**src/rtl/regfile_pkg.sv**
```systemverilog
// Shared types and helpers for the bank-switched index register file.
// Optional feature macro used by the top: REGFILE_PARITY_EN.
package regfile_pkg;

  // FIN fetch sequencer states.
  typedef enum logic [1:0] {
    IDLE   = 2'd0,
    ADDR   = 2'd1,
    CAP_HI = 2'd2
  } fin_state_t;

  // Program counter width for a given nibble width.
  function automatic int unsigned pc_w(input int unsigned data_w);
    return 3 * data_w;
  endfunction

  // Register-pair width for a given nibble width.
  function automatic int unsigned pair_w(input int unsigned data_w);
    return 2 * data_w;
  endfunction

  // Bank select width; at least one bit so the port always exists.
  function automatic int unsigned bank_w(input int unsigned num_banks);
    return (num_banks > 1) ? $clog2(num_banks) : 1;
  endfunction

  // Logical index + bank -> physical register slot.
  function automatic int unsigned phys_idx(input int unsigned idx,
                                           input int unsigned bank,
                                           input int unsigned num_regs,
                                           input int unsigned banked_regs);
    if (bank == 0 || idx >= banked_regs) return idx;
    return num_regs + (bank - 1) * banked_regs + idx;
  endfunction

endpackage

```
**src/rtl/regfile_fin_seq.sv**
```systemverilog
// FIN fetch sequencer: walks IDLE -> ADDR -> CAP_HI, raises the capture
// enables for the even/odd register of the destination pair and selects
// the ROM address nibble (pair 0 during FIN, program counter otherwise).
module regfile_fin_seq
  import regfile_pkg::*;
#(
  parameter int unsigned DATA_W = 4
) (
  input  logic                      clk,
  input  logic                      rst_n,
  input  logic                      fin,
  input  logic                      a1,
  input  logic                      a2,
  input  logic                      a3,
  input  logic                      m1,
  input  logic                      m2,
  input  logic [DATA_W-1:0]         r0,
  input  logic [DATA_W-1:0]         r1,
  input  logic [pc_w(DATA_W)-1:0]   pc,
  input  logic [DATA_W-1:0]         ppo_hi,
  output logic                      cap_even,
  output logic                      cap_odd,
  output logic                      fin_busy,
  output logic [DATA_W-1:0]         rom_addr,
  output fin_state_t                state
);

  fin_state_t state_q, state_d;
  logic       fin_busy_q;
  logic       fin_mode;

  // Next state and capture enables; dropping fin aborts without writing.
  always_comb begin
    state_d  = state_q;
    cap_even = 1'b0;
    cap_odd  = 1'b0;
    unique case (state_q)
      IDLE:   if (fin && a1) state_d = ADDR;
      ADDR: begin
        if (!fin) state_d = IDLE;
        else if (m1) begin
          state_d  = CAP_HI;
          cap_even = 1'b1;
        end
      end
      CAP_HI: begin
        if (!fin) state_d = IDLE;
        else if (m2) begin
          state_d = IDLE;
          cap_odd = 1'b1;
        end
      end
      default: state_d = IDLE;
    endcase
  end

  // State register with registered busy flag.
  always_ff @(posedge clk or negedge rst_n) begin
    if (!rst_n) begin
      state_q    <= IDLE;
      fin_busy_q <= 1'b0;
    end else begin
      state_q    <= state_d;
      fin_busy_q <= (state_d != IDLE);
    end
  end

  // The address phase of a FIN starts in IDLE with the A1 strobe, so the
  // pair-0 bus mode already covers that first cycle.
  assign fin_mode = (state_q == ADDR) || (state_q == IDLE && fin);

  // ROM address nibble select by strobe.
  always_comb begin
    rom_addr = '0;
    if (fin_mode) begin
      if (a1)      rom_addr = r1;
      else if (a2) rom_addr = r0;
      else if (a3) rom_addr = ppo_hi;
    end else begin
      if (a1)      rom_addr = pc[DATA_W-1:0];
      else if (a2) rom_addr = pc[2*DATA_W-1:DATA_W];
      else if (a3) rom_addr = pc[3*DATA_W-1:2*DATA_W];
    end
  end

  assign fin_busy = fin_busy_q;
  assign state    = state_q;

endmodule

```
**src/rtl/idx_regfile_banked.sv**
```systemverilog
// Bank-switched index register file (4040-style) with FIN fetch sequencer.
// Define REGFILE_PARITY_EN to store an even-parity bit per physical register
// and flag read-side mismatches on par_err.
module idx_regfile_banked
  import regfile_pkg::*;
#(
  parameter int unsigned DATA_W      = 4,
  parameter int unsigned NUM_REGS    = 16,
  parameter int unsigned NUM_BANKS   = 2,
  parameter int unsigned BANKED_REGS = 8
) (
  input  logic                          CLK,
  input  logic                          RES_N,
  input  logic                          A1,
  input  logic                          A2,
  input  logic                          A3,
  input  logic                          M1,
  input  logic                          M2,
  input  logic [DATA_W-1:0]             DATA_I,
  input  logic [pc_w(DATA_W)-1:0]       pc,
  input  logic [pc_w(DATA_W)-1:0]       pc_plus_one,
  input  logic [DATA_W:0]               alu,
  input  logic [DATA_W-1:0]             acc,
  input  logic [$clog2(NUM_REGS)-1:0]   reg_idx,
  input  logic [pair_w(DATA_W)-1:0]     imm,
  input  logic                          rp_fim,
  input  logic                          fin,
  input  logic                          rn_alu,
  input  logic                          rn_acc,
  input  logic                          sb_req,
  input  logic [bank_w(NUM_BANKS)-1:0]  sb_bank,
  output logic [DATA_W-1:0]             rn,
  output logic                          rn_zero,
  output logic [pair_w(DATA_W)-1:0]     rp,
  output logic [DATA_W-1:0]             rom_addr_o,
  output logic                          fin_busy,
  output logic [bank_w(NUM_BANKS)-1:0]  bank_o,
  output logic                          par_err,
  input  logic                          par_err_clr
);

  localparam int unsigned AW   = $clog2(NUM_REGS);
  localparam int unsigned BW   = bank_w(NUM_BANKS);
  localparam int unsigned PHYS = NUM_REGS + (NUM_BANKS - 1) * BANKED_REGS;
  localparam int unsigned PW   = $clog2(PHYS);

  function automatic logic [PW-1:0] map_idx(input logic [AW-1:0] idx,
                                            input logic [BW-1:0] bank);
    return PW'(phys_idx(32'(idx), 32'(bank), NUM_REGS, BANKED_REGS));
  endfunction

  logic [DATA_W-1:0] regs_q [PHYS];
  logic [DATA_W-1:0] regs_d [PHYS];
  logic [BW-1:0]     bank_q, bank_d, pend_bank_q, pend_bank_d;
  logic              pend_vld_q, pend_vld_d;
  logic [AW-1:0]     even_idx, odd_idx;
  logic [PW-1:0]     rn_phys, wa0, wa1;
  logic [DATA_W-1:0] wd0, wd1;
  logic              we0, we1;
  logic              cap_even, cap_odd;
  fin_state_t        fin_state;
  logic              unused_inputs;

  assign even_idx = {reg_idx[AW-1:1], 1'b0};
  assign odd_idx  = {reg_idx[AW-1:1], 1'b1};
  assign rn_phys  = map_idx(reg_idx, bank_q);

  // Reads see the current bank and the registered contents only.
  assign rn      = regs_q[rn_phys];
  assign rn_zero = (rn == '0);
  assign rp      = {regs_q[map_idx(even_idx, bank_q)], regs_q[map_idx(odd_idx, bank_q)]};
  assign bank_o  = bank_q;

  regfile_fin_seq #(.DATA_W(DATA_W)) u_fin_seq (
    .clk      (CLK),
    .rst_n    (RES_N),
    .fin      (fin),
    .a1       (A1),
    .a2       (A2),
    .a3       (A3),
    .m1       (M1),
    .m2       (M2),
    .r0       (regs_q[map_idx(AW'(0), bank_q)]),
    .r1       (regs_q[map_idx(AW'(1), bank_q)]),
    .pc       (pc),
    .ppo_hi   (pc_plus_one[3*DATA_W-1:2*DATA_W]),
    .cap_even (cap_even),
    .cap_odd  (cap_odd),
    .fin_busy (fin_busy),
    .rom_addr (rom_addr_o),
    .state    (fin_state)
  );

  // Single prioritised write source per edge; FIM is the only two-register write.
  always_comb begin
    we0 = 1'b0;
    we1 = 1'b0;
    wa0 = '0;
    wa1 = '0;
    wd0 = '0;
    wd1 = '0;
    if (rp_fim) begin
      we0 = 1'b1;
      wa0 = map_idx(even_idx, bank_q);
      wd0 = imm[2*DATA_W-1:DATA_W];
      we1 = 1'b1;
      wa1 = map_idx(odd_idx, bank_q);
      wd1 = imm[DATA_W-1:0];
    end else if (cap_even) begin
      we0 = 1'b1;
      wa0 = map_idx(even_idx, bank_q);
      wd0 = DATA_I;
    end else if (cap_odd) begin
      we0 = 1'b1;
      wa0 = map_idx(odd_idx, bank_q);
      wd0 = DATA_I;
    end else if (rn_alu) begin
      we0 = 1'b1;
      wa0 = rn_phys;
      wd0 = alu[DATA_W-1:0];
    end else if (rn_acc) begin
      we0 = 1'b1;
      wa0 = rn_phys;
      wd0 = acc;
    end
  end

  // Next register contents from the selected write.
  always_comb begin
    regs_d = regs_q;
    if (we0) regs_d[wa0] = wd0;
    if (we1) regs_d[wa1] = wd1;
  end

  // Bank switch: immediate when the sequencer is idle, otherwise parked
  // until it has returned to IDLE; a newer request replaces a parked one.
  always_comb begin
    bank_d      = bank_q;
    pend_vld_d  = pend_vld_q;
    pend_bank_d = pend_bank_q;
    if (NUM_BANKS > 1) begin
      if (sb_req && (32'(sb_bank) < NUM_BANKS)) begin
        if (fin_state == IDLE) begin
          bank_d     = sb_bank;
          pend_vld_d = 1'b0;
        end else begin
          pend_vld_d  = 1'b1;
          pend_bank_d = sb_bank;
        end
      end else if (pend_vld_q && fin_state == IDLE) begin
        bank_d     = pend_bank_q;
        pend_vld_d = 1'b0;
      end
    end
  end

  // Storage and bank state.
  always_ff @(posedge CLK or negedge RES_N) begin
    if (!RES_N) begin
      regs_q      <= '{default: '0};
      bank_q      <= '0;
      pend_vld_q  <= 1'b0;
      pend_bank_q <= '0;
    end else begin
      regs_q      <= regs_d;
      bank_q      <= bank_d;
      pend_vld_q  <= pend_vld_d;
      pend_bank_q <= pend_bank_d;
    end
  end

`ifdef REGFILE_PARITY_EN
  logic [PHYS-1:0] par_q, par_d;
  logic            par_err_q, par_err_d, par_bad;

  // Parity bits follow every register write.
  always_comb begin
    par_d = par_q;
    if (we0) par_d[wa0] = ^wd0;
    if (we1) par_d[wa1] = ^wd1;
  end

  assign par_bad = (A1 | A2 | A3 | M1 | M2) && ((^rn) != par_q[rn_phys]);

  // Sticky error: a new mismatch outranks a same-cycle clear.
  always_comb begin
    par_err_d = par_err_q;
    if (par_bad)          par_err_d = 1'b1;
    else if (par_err_clr) par_err_d = 1'b0;
  end

  // Parity storage and error flag.
  always_ff @(posedge CLK or negedge RES_N) begin
    if (!RES_N) begin
      par_q     <= '0;
      par_err_q <= 1'b0;
    end else begin
      par_q     <= par_d;
      par_err_q <= par_err_d;
    end
  end

  assign par_err       = par_err_q;
  assign unused_inputs = ^{alu[DATA_W], pc_plus_one[2*DATA_W-1:0]};
`else
  assign par_err       = 1'b0;
  assign unused_inputs = ^{alu[DATA_W], pc_plus_one[2*DATA_W-1:0], par_err_clr};
`endif

endmodule
```
**config.mk**
```make
export PLATFORM = sky130hd
export DESIGN_NAME = idx_regfile_banked
export DESIGN_NICKNAME = d
export VERILOG_FILES = /design/src/rtl/regfile_pkg.sv /design/src/rtl/regfile_fin_seq.sv /design/src/rtl/idx_regfile_banked.sv
export SDC_FILE = /design/constraint.sdc
export NUM_CORES = 1
export LEC_CHECK = 0
export BUFFER_PORTS_ARGS = -buffer_cell sky130_fd_sc_hd__buf_4
export CAP_MARGIN = 15
export CORE_MARGIN = 2
export CORE_UTILIZATION = 50
export DETAILED_ROUTE_END_ITERATION = 10
export HOLD_SLACK_MARGIN = 0.15
export PLACE_DENSITY = 0.7
export SYNTH_ARGS = -nofsm -noshare
export SYNTH_HDL_FRONTEND = slang
export SYNTH_SLANG_ARGS = --single-unit
export TNS_END_PERCENT = 50
```
**constraint.sdc**
```tcl
create_clock -name CLK -period 3.6 [get_ports CLK]
set_input_delay 0.54 -clock CLK [delete_from_list [all_inputs] [get_ports CLK]]
set_output_delay 0.54 -clock CLK [all_outputs]
set_load 0.05 [all_outputs]
```
---- Yosys cells after proc, flatten, opt, wreduce, memory -nomap -nowiden ----
Index checks and enable logic that the tools add are counted.
cells by class
  $add $sub $neg .......................... 6
  order comparisons ....................... 12
  eq/ne operators ......................... 3
  mux-type cells .......................... 88
  bitwise logic cells ..................... 9
  reduce and logical (&&, ||, !) cells .... 15
operators with widths
  cell                 number
  $bwmux 96            2
  $mux 96              2
  $mux 4               28
  $bmux 4 s5           5
  $mux 5               15
  $ge 6x6->1 const B   7
  $not 5->6            7
  $demux 4 s5          2
  $mux 1               28
  $ge 4x4->1 const B   3
  $lt 6x1->1 const B   2
  $add 5x4->5          2
  $mux 2               5
  $pmux 2 s3           1
  $add 5x1->5 const B  1
  $add 5x5->5          1
  $add 5x5->5 const A  1
  $logic_and 1x1->1    5
  $logic_not 4->1      1
  $logic_or 1x1->1     4
  $reduce_and 2->1     2
  $reduce_bool 2->1    2
  $eq 2x1->1 const B   1
  $eq 2x2->1 const B   1
  4 further kinds      5
storage, ports and cells
  bits in registers ....................... 102
  bits of input ports ..................... 63
  output and inout bits ................... 20
  word-level logic and storage cells ...... 162

---- Longest topological paths before layout ----
Gate-level depths: netlist (run 1).
  depth after elaboration ................. 19
  depth in mapped cells ................... 10
  depth with buffers taken out ............ 7

---- Cells and area by module ----
A second synthesis (run 1) with hierarchy kept.
unflattened totals
  cells, all modules ...................... 601
  area total of the unflattened synthesis .. 6,984.2 um2
modules (own cells, without submodules)
  module              times used  cells each  area each (um2)  seq. area each (um2)
  idx_regfile_banked  1           554         6,592.6          2,477.4
  regfile_fin_seq     1           47          391.6            75.1

---- Worst setup path after synthesis (run 1) ----
Ideal clock, no wire load.
  kind .................................... flip-flop to output port
  start point ............................. register bank_q (netlist: bank_o)
  end point ............................... output port rn_zero
  data arrival time ....................... 4.404 ns
  required time ........................... 3.060 ns
  path slack .............................. -1.344 ns
  stages on the path, launching flop included .. 9
  path buffers ............................ 1
  cells stage by stage .................... dfrtp_1 > buf_1 > inv_1 > ha_1 > nor2b_1 > a21o_1 > a221oi_1 > o21ai_0 > nor4_1
on the way
  word-level cells in the longest chain between the ends .. 9
  elaborated cells on any way between the ends .. 13
  classes of those cells .................. add/sub: 3; mux: 6; bitwise: 2; reduce/logical: 2
RTL lines
  item                                                    line                                  RTL
  from (decl)                                             idx_regfile_banked.sv:54              logic [BW-1:0] bank_q, bank_d, pend_bank_q, pend_bank_d;
  from (signal assigned)                                  idx_regfile_banked.sv:166             bank_q <= bank_d;
  $sub 1x1->2 / $not 1->1 (equally long branches)         regfile_pkg.sv:33, regfile_pkg.sv:32
  $add 5x5->5 / $logic_or 1x1->1 (equally long branches)  regfile_pkg.sv:33, regfile_pkg.sv:32
  $add 5x4->5, or another cell as far along               regfile_pkg.sv:33                     return num_regs + (bank - 1) * banked_regs + idx;
  $mux 5 (*)                                              regfile_pkg.sv:33
  $not 5->6 (implied by the code) (*)                     idx_regfile_banked.sv:69              assign rn = regs_q[rn_phys];
  $bmux 4 s5 (*)                                          idx_regfile_banked.sv:69
  $mux 4 (implied by the code) (*) (2 in a row)           idx_regfile_banked.sv:69
  named net rn[0]                                         idx_regfile_banked.sv:32              output logic [DATA_W-1:0] rn,
  $logic_not 4->1 (*)                                     idx_regfile_banked.sv:70              assign rn_zero = (rn == '0);
  to (decl)                                               idx_regfile_banked.sv:33              output logic rn_zero,
The timed path passes the listed nets; every way through them passes the cells marked *. The select of a mux whose other input is x is not followed.

---- Worst setup path after layout (run 1) ----
  start point ............................. register bank_q (netlist: bank_o)
  end point ............................... output port rp[3]
on the way
  word-level cells in the longest chain between the ends .. 8
  elaborated cells on any way between the ends .. 12
  classes of those cells .................. add/sub: 3; mux: 6; bitwise: 2; reduce/logical: 1
RTL lines
  item                                                    line                                  RTL
  $sub 1x1->2 / $not 1->1 (equally long branches)         regfile_pkg.sv:33, regfile_pkg.sv:32
  $add 5x5->5 / $logic_or 1x1->1 (equally long branches)  regfile_pkg.sv:33, regfile_pkg.sv:32
  $add 5x5->5, or another cell as far along               regfile_pkg.sv:33
  $mux 5 (*)                                              regfile_pkg.sv:33
  $not 5->6 (implied by the code) (*)                     idx_regfile_banked.sv:71              assign rp = {regs_q[map_idx(even_idx, bank_q)], regs_q[map_idx(odd_idx, bank_q)]};
  $bmux 4 s5 (*)                                          idx_regfile_banked.sv:71
  $mux 4 (implied by the code) (*) (2 in a row)           idx_regfile_banked.sv:71
  to (decl)                                               idx_regfile_banked.sv:34              output logic [pair_w(DATA_W)-1:0] rp,
Every way passes the cells marked *; elsewhere a longest branch is shown, timed or not. The select of a mux whose other input is x is not followed.

==> load_flow_metrics.sql, run 1 <==
INSERT INTO impl_metrics (metric_group, metric, value, unit) VALUES
('timing', 'skew', '0.0117', 'ns'),
('global_routing', 'grt_remaining_overflow', '0', ''),
('timing', 'hold_slack', '0.259', 'ns'),
('cts', 'cts_resized', '0', ''),
('detailed_routing', 'drc', '0', ''),
('critical_path', 'setup.worst_path.class', 'reg2out', ''),
('die', 'die_h', '122', 'um'),
('final_layout', 'layout.filler_cells', '1153', ''),
('cts', 'clock_sink_count', '102', ''),
('timing', 'max_clock_freq', '285', 'MHz'),
('die', 'die_width', '122', 'um'),
('final_layout', 'stdcell_count', '908', ''),
('pwr', 'total_switching_power', '1.97', 'mW'),
('pwr', 'share_comb_of_total_power', '39.9', '%'),
('die', 'site_row_count', '43', ''),
('critical_path', 'path_cells', 'inv_1 > ha_1 > nand2_1 > nand2_2 > buf_12 > mux4_2 > mux2i_1 > o2bb2ai_2 > buf_4', ''),
('critical_path', 'crit_reg_reg_startpoint', 'bank_o$_DFFE_PN0P_', ''),
('timing', 'max-slew-margin-rel', '40.6', '%'),
('placed_design', 'dpl-instance-area', '7720', 'um^2'),
('cts', 'path_clk_slew', '0.08', 'ns'),
('detailed_routing', 'avgRoutedWirePerCell', '24.3', 'um'),
('placed_design', 'buffer_ports.inserted', '71', ''),
('die', 'design.portCount', '83', ''),
('critical_path', 'setup.worst_path.end_class', 'output pin', ''),
('cts', 'tritoncts.num_buffers', '9', ''),
('detailed_routing', 'detail_route.iter0.violations', '710', ''),
('final_layout', 'final_cell_area_excluding_filler_cells', '8040', 'um^2'),
('timing', 'final-hold-violation-count', '0', ''),
('placed_design', 'dp_hpwl', '15700', 'um'),
('critical_path', 'timing.reg2reg.setup_slack', '0.50', 'ns'),
('timing', 'final_min_period_over_clock_period', '97.6', '%'),
('timing', 'tightestPinTransition', '0.889', 'ns'),
('critical_path', 'cp-start-kind', 'register', ''),
('placed_design', 'globalplace.congestion', '0.979', ''),
('global_routing', 'largest_net_degree_at_the_start_of_global_routing', '61', ''),
('timing', 'tns', '0', 'ns'),
('cts', 'later_pin_clock_latency_in_the_skew_report', '0.37', 'ns'),
('logic_synthesis', 'syn_area_cell', '10.4', 'um^2'),
('global_routing', 'track_usage', '31.0', '%'),
('pwr', 'p_leak', '3.26', 'nW'),
('critical_path', 'critical_path_peak_fanout', '12', ''),
('critical_path', 'worst_ep_arrival_time', '2.97', 'ns'),
('critical_path', 'slowest_stage', 'sky130_fd_sc_hd__mux4_2', ''),
('die', 'initial_cell_density_of_the_core', '50.6', '%'),
('timing', 'timing.final.max_slew_violations', '0', ''),
('cts', 'clock_tree.htree_level_count', '3', ''),
('cts', 'cts_tree', 'built', ''),
('timing', 'timing.final.setup_violations', '0', ''),
('detailed_routing', 'first_pass_iters', '6', ''),
('final_layout', 'nets', '789', ''),
('run_status', 'outcome', 'complete, no violations', ''),
('timing', 'rsz0062_at_grt', 'false', ''),
('global_routing', 'global_route_wire_length_before_repair', '34300', 'um'),
('critical_path', 'crit_path_start', 'bank_o$_DFFE_PN0P_', ''),
('pwr', 'finalPower', '5.09', 'mW'),
('die', 'design.core.area', '13700', 'um^2'),
('pwr', 'internal_power', '3.12', 'mW'),
('logic_synthesis', 'netlist-cell-type-count', '60', ''),
('cts', 'cts_buffer_depth', '2', ''),
('final_layout', 'drive_gt1_share', '33.8', '%'),
('cts', 'cts_setup_buffers', '0', ''),
('worst_hold_path', 'min_path_type', 'in2async', ''),
('critical_path', 'crit_path_max_incr_delay', '0.51', 'ns'),
('placed_design', 'place.detailed.instances', '892', ''),
('logic_synthesis', 'yosys_warnings', '0', ''),
('final_layout', 'antenna_cells', '0', ''),
('die', 'dieArea', '14800', 'um^2'),
('logic_synthesis', 'netlist_area_pre_place', '6940', 'um^2'),
('run', 'max_capacitance_violation_total', '0', ''),
('cts', 'cts_hold_bufs', '0', ''),
('pwr', 'netSwitchingFraction', '38.7', '%');
-- power by group through the flow --
stage / logic [mW] / clock network (mW) / registers (mW)
after floorplan: 1.52 / 0 / 1.80
after global placement: 1.94 / 0 / 1.96
after detailed placement: 2.00 / 0 / 1.99
after CTS: 2.01 / 1.06 / 1.98
after global routing: 2.15 / 1.12 / 2.04
final: 2.03 / 1.05 / 2.01
-- layer usage --
| layer | GRT usage, % | vias to the layer above | routed length (um) |
|---|---|---|---|
| met2 | 49.3 | 403 | 10400 |
| met1 | 41.1 | 3045 | 8540 |
| met5 | 0 | - | 0 |
| met3 | 6.32 | 75 | 2110 |
| met4 | 14.4 | 0 | 940 |
| li1 | - | 2680 | - |
-- worst max-delay path: cells and delay by family (launching register included) --
kind                       cells  cell delay, ns
DFF                            1            0.50
buffers and inverters          3            0.49
muxes                          2            0.76
AOI/OAI and AO/OA              1            0.11
adders and majority gates      1            0.39
and+or+nand+nor                2            0.34
-- cell type report --
type	count	area (um^2)	share of cell area, %
Sequential cell	102	2550	31.8
Tap cell	180	225	2.80
Timing Repair Buffer	102	778	9.68
Multi-Input combinational cell	502	4140	51.5
Inverter	6	22.5	0.280
Clock inverter	7	92.6	1.15
Clock buffer	9	225	2.80
-- stage by stage --
stage / setup slack [ns] / util (%)
floorplan: 0.0479 / -
global placement: 0.291 / 56.2
detailed placement: 0.208 / 56.2
CTS: 0.0367 / 58.6
global route: 0.00413 / 58.6
finish: 0.0880 / 58.6
-- cell usage in the layout (no fill, tap or decap), types with 4 or more instances in the layout --
cell type                   synthesis  final
sky130_fd_sc_hd__a22oi_1            8      8
sky130_fd_sc_hd__a211o_1            4      4
sky130_fd_sc_hd__nand2b_1           4      4
sky130_fd_sc_hd__inv_1              6      6
sky130_fd_sc_hd__clkbuf_16          0      9
sky130_fd_sc_hd__or3_1              4      4
sky130_fd_sc_hd__a21oi_1           14     14
sky130_fd_sc_hd__o21ai_0           61     59
sky130_fd_sc_hd__nand2_1           25     24
sky130_fd_sc_hd__a21o_1             5      5
sky130_fd_sc_hd__a221oi_1           7      7
sky130_fd_sc_hd__mux2i_1           14     14
sky130_fd_sc_hd__nor2b_1            7      7
sky130_fd_sc_hd__a31oi_1           48     48
sky130_fd_sc_hd__mux2_2            58     58
sky130_fd_sc_hd__nor2_1            64     64
sky130_fd_sc_hd__o2bb2ai_2          0      8
sky130_fd_sc_hd__dfrtp_1          102    101
sky130_fd_sc_hd__nand3_1           58     58
sky130_fd_sc_hd__mux4_2            44     44
sky130_fd_sc_hd__nor3_1             5      5
sky130_fd_sc_hd__nand3b_1           5      5
sky130_fd_sc_hd__buf_4              4    101
-- logic make-up (layout without fill, tap and decap cells) --
kind of cell             count (synthesis)  count (layout)  share of synthesized area (%)
adder cells (fa/ha/maj)                  3               3                          0.541
AO/OA/AOI/OAI                          180             180                           16.8
buffers and inverters                   66             124                           4.67
multiplexers                           122             122                           27.3
other                                    1               1                         0.0540
AND/OR/NAND/NOR                        196             196                           13.9
flip-flops                             102             102                           36.8
-- sequential cells by signal (all words and copies together) (netlist names) --
name	count
bank_o	1
pend_bank_q	1
pend_vld_q	1
regs_q	96
u_fin_seq.fin_busy	1
u_fin_seq.state	2
-- cells in the mapped netlist, types with 7 or more instances --
library cell                  n  area share, %
sky130_fd_sc_hd__nand3_1     58            4.2
sky130_fd_sc_hd__dfrtp_1    102             37
sky130_fd_sc_hd__nor2b_1      7           0.63
sky130_fd_sc_hd__mux2i_1     14            2.0
sky130_fd_sc_hd__buf_2       18            1.3
sky130_fd_sc_hd__nor2_1      64            3.5
sky130_fd_sc_hd__a21oi_1     14            1.0
sky130_fd_sc_hd__nand2_1     25            1.4
sky130_fd_sc_hd__a31oi_1     48            4.3
sky130_fd_sc_hd__a22oi_1      8           0.86
sky130_fd_sc_hd__a221oi_1     7           0.88
sky130_fd_sc_hd__buf_1        7           0.38
sky130_fd_sc_hd__o2bb2ai_1    8            1.0
sky130_fd_sc_hd__o21ai_0     61            4.4
sky130_fd_sc_hd__clkbuf_1    25            1.4
sky130_fd_sc_hd__mux2_2      58            9.4
sky130_fd_sc_hd__mux4_2      44             14
-- worst paths after layout --
| path | endpoint | depth (start not counted) |
|---|---|---|
| max | rp[3] | 9 |
| min | pend_vld_q$_DFFE_PN0P_ | 1 |
| max reg2reg | regs_q[12]$_DFF_PN0_ | 7 |
| min reg2reg | pend_bank_q$_DFFE_PN0P_ | 1 |
| max in group asynchronous | regs_q[11]$_DFF_PN0_ | 2 |
| min in group CLK | pend_bank_q$_DFFE_PN0P_ | 2 |
Power figures use the tool's default switching activity.
==> inputs of run 2 (changes only) <==
Settings changed: BUFFER_PORTS_ARGS -buffer_cell sky130_fd_sc_hd__buf_4 to unset, DONT_BUFFER_PORTS set to 1, PLACE_DENSITY 0.7 to unset.
==> load_flow_metrics.sql, run 2 (synthesis results as in run 1) <==
INSERT INTO impl_metrics (metric_group, metric, value, unit) VALUES
('run_status', 'outcome', 'complete, no violations', ''),
('die', 'die_h', '122', 'um'),
('timing', 'timing.final.max_slew_violations', '0', ''),
('final_layout', 'drive_gt1_share', '26.0', '%'),
('die', 'design.core.area', '13700', 'um^2'),
('final_layout', 'largest_register_ffs', '96', ''),
('worst_hold_path', 'min_path_type', 'in2reg', ''),
('timing', 'tightestPinTransition', '1.08', 'ns'),
('final_layout', 'nets', '715', ''),
('run', 'max_capacitance_violation_total', '0', ''),
('timing', 'tns', '0', 'ns'),
('die', 'site_row_count', '43', ''),
('detailed_routing', 'postRouteAntennaNets', '0', ''),
('final_layout', 'layout_commonest_cell', 'sky130_fd_sc_hd__dfrtp_1', ''),
('critical_path', 'crit_path_max_incr_delay', '0.51', 'ns'),
('final_layout', 'layout.filler_cells', '1195', ''),
('placed_design', 'dpl-instance-area', '7180', 'um^2'),
('global_routing', 'grt_remaining_overflow', '0', ''),
('critical_path', 'crit_required', '3.06', 'ns'),
('timing', 'rsz0062_at_grt', 'false', ''),
('global_routing', 'global_route_wire_length_before_repair', '33100', 'um'),
('critical_path', 'critPathMostFrequentCell', 'sky130_fd_sc_hd__nand2_1', ''),
('critical_path', 'cp-start-kind', 'register', ''),
('final_layout', 'layout_common_cells', 'sky130_fd_sc_hd__dfrtp_1, sky130_fd_sc_hd__nor2_1, sky130_fd_sc_hd__nand3_1, sky130_fd_sc_hd__mux2_2, sky130_fd_sc_hd__o21ai_0', ''),
('cts', 'later_pin_clock_latency_in_the_skew_report', '0.36', 'ns'),
('die', 'dieArea', '14800', 'um^2'),
('placed_design', 'place.detailed.instances', '816', ''),
('critical_path', 'slowest_stage', 'sky130_fd_sc_hd__dfrtp_2', ''),
('global_routing', 'antenna_found_initial', '0', ''),
('timing', 'final_min_period_over_clock_period', '97.0', '%'),
('detailed_routing', 'postRouteWirelength', '21600', 'um'),
('cts', 'tritoncts.num_buffers', '9', ''),
('cts', 'clock_tree.htree_level_count', '3', ''),
('timing', 'timing.final.setup_violations', '0', ''),
('die', 'initial_cell_density_of_the_core', '50.6', '%'),
('final_layout', 'antenna_cells', '0', ''),
('global_routing', 'largest_net_degree_at_the_start_of_global_routing', '103', ''),
('critical_path', 'setup.worst_path.class', 'reg2out', ''),
('final_layout', 'final_cell_area_excluding_filler_cells', '7510', 'um^2'),
('placed_design', 'buffer_ports.inserted', '0', ''),
('cts', 'clock-root-buffer', 'sky130_fd_sc_hd__clkbuf_16', ''),
('timing', 'skew', '0.00706', 'ns'),
('timing', 'final-hold-violation-count', '0', ''),
('detailed_routing', 'detail_route.iter0.violations', '626', ''),
('timing', 'final.min_clock_period', '3.49', 'ns'),
('placed_design', 'globalplace.congestion', '0.878', ''),
('detailed_routing', 'drc', '0', ''),
('critical_path', 'path_cells', 'inv_1 > ha_1 > nand2_1 > nand2_1 > buf_12 > mux4_2 > mux2i_1 > o2bb2ai_2', ''),
('final_layout', 'stdcell_count', '834', ''),
('critical_path', 'critical_path_peak_fanout', '16', ''),
('detailed_routing', 'avgRoutedWirePerCell', '25.9', 'um'),
('final_layout', 'area_delta_synth_final', '8.14', '%'),
('detailed_routing', 'first_pass_iters', '5', ''),
('cts', 'cts_resized', '0', ''),
('pwr', 'p_leak', '2.90', 'nW'),
('timing', 'max-slew-margin-rel', '27.1', '%'),
('cts', 'clock_sink_count', '102', ''),
('cts', 'path_clk_slew', '0.08', 'ns'),
('cts', 'cts_tree', 'built', ''),
('die', 'die_width', '122', 'um'),
('critical_path', 'setup.worst_path.end_class', 'output pin', ''),
('global_routing', 'track_usage', '30.0', '%'),
('global_routing', 'grt_pass1_vias', '5532', ''),
('pwr', 'ir_worst_vdd', '318', 'uV'),
('pwr', 'power_density', '652', 'nW/um^2'),
('final_layout', 'registers.top_by_ff_count', 'regs_q', ''),
('detailed_routing', 'via_per_instance_ratio', '6.90', ''),
('cts', 'cts_buffer_depth', '2', ''),
('placed_design', 'dp_hpwl', '15100', 'um'),
('detailed_routing', 'dr_total_vias', '5753', ''),
('timing', 'max_clock_freq', '286', 'MHz'),
('critical_path', 'worst_ep_arrival_time', '2.95', 'ns'),
('die', 'design.portCount', '83', '');
==> run 2: cell count changes in the layout (fill, tap and decap cells not counted), moves of 2 or more <==
cell and change:
sky130_fd_sc_hd__buf_12 +3, sky130_fd_sc_hd__buf_4 -79, sky130_fd_sc_hd__clkinvlp_4 +2, sky130_fd_sc_hd__o21ai_0 -4
sky130_fd_sc_hd__o21ai_1 +4
==> run 2: area by class of cell <==
type	count	area (um^2)	area share, %
clock buffer	9	225	3.00
clock inverter	7	63.8	0.850
inverter	6	22.5	0.300
multi-input combinational	502	4140	55.1
sequential	102	2550	34.0
tap	180	225	3.00
timing repair buffer	28	283	3.77
==> run 2: routing by layer <==
layer / part of all wire [%] / GRT usage (%)
met1: 42 / 41.4
met2: 49 / 48.8
met3: 7.4 / 5.20
met5: 0 / 0
met4: 2.0 / 9.27
==> run 2: metrics by stage <==
step | hold slack, ns | setup slack (ns) | util, % | total power [mW]
after floorplan | 0.244 | 0.0479 | - | 3.32
after global placement | 0.247 | 0.510 | 52.4 | 3.80
after detailed placement | 0.247 | 0.501 | 52.4 | 3.86
after CTS | 0.314 | 0.111 | 54.7 | 4.86
after global routing | 0.322 | 0.0118 | 54.7 | 5.10
final | 0.318 | 0.107 | 54.7 | 4.89
==> run 2: worst max-delay path, delay by kind of cell (launching register included) <==
| family | cells | cell delay [ns] |
|---|---|---|
| AOI/OAI and AO/OA | 1 | 0.28 |
| DFF | 1 | 0.51 |
| and+or+nand+nor | 2 | 0.26 |
| adders and majority gates | 1 | 0.38 |
| buffers and inverters | 2 | 0.32 |
| muxes | 2 | 0.83 |
==> run 2: path summary, 6_finish.rpt <==
kind	startpoint	end	slack, ns	cells after the start
min in group asynchronous	RES_N	pend_vld_q$_DFFE_PN0P_	0.75	2
hold reg to reg	pend_bank_q$_DFFE_PN0P_	pend_bank_q$_DFFE_PN0P_	0.52	1
hold / removal	sb_req	pend_vld_q$_DFFE_PN0P_	0.32	2
setup / recovery	bank_o$_DFFE_PN0P_	rp[1]	0.11	8
max in group asynchronous	RES_N	regs_q[66]$_DFF_PN0_	2.40	2
setup reg to reg	bank_o$_DFFE_PN0P_	regs_q[4]$_DFF_PN0_	0.54	7
==> run 2: power by group <==
part | leakage (nW) | internal, mW | switching (mW)
clock | 0.136 | 0.486 | 0.495
sequential | 1.24 | 1.57 | 0.427
combinational | 1.53 | 0.937 | 0.979
total | 2.90 | 2.99 | 1.90
==> run 2: repair_timing <==
action | in CTS | in global routing
hold buffers | 2 | 0
endpoints found under the hold margin | 102 | 0
setup buffers | 0 | 0
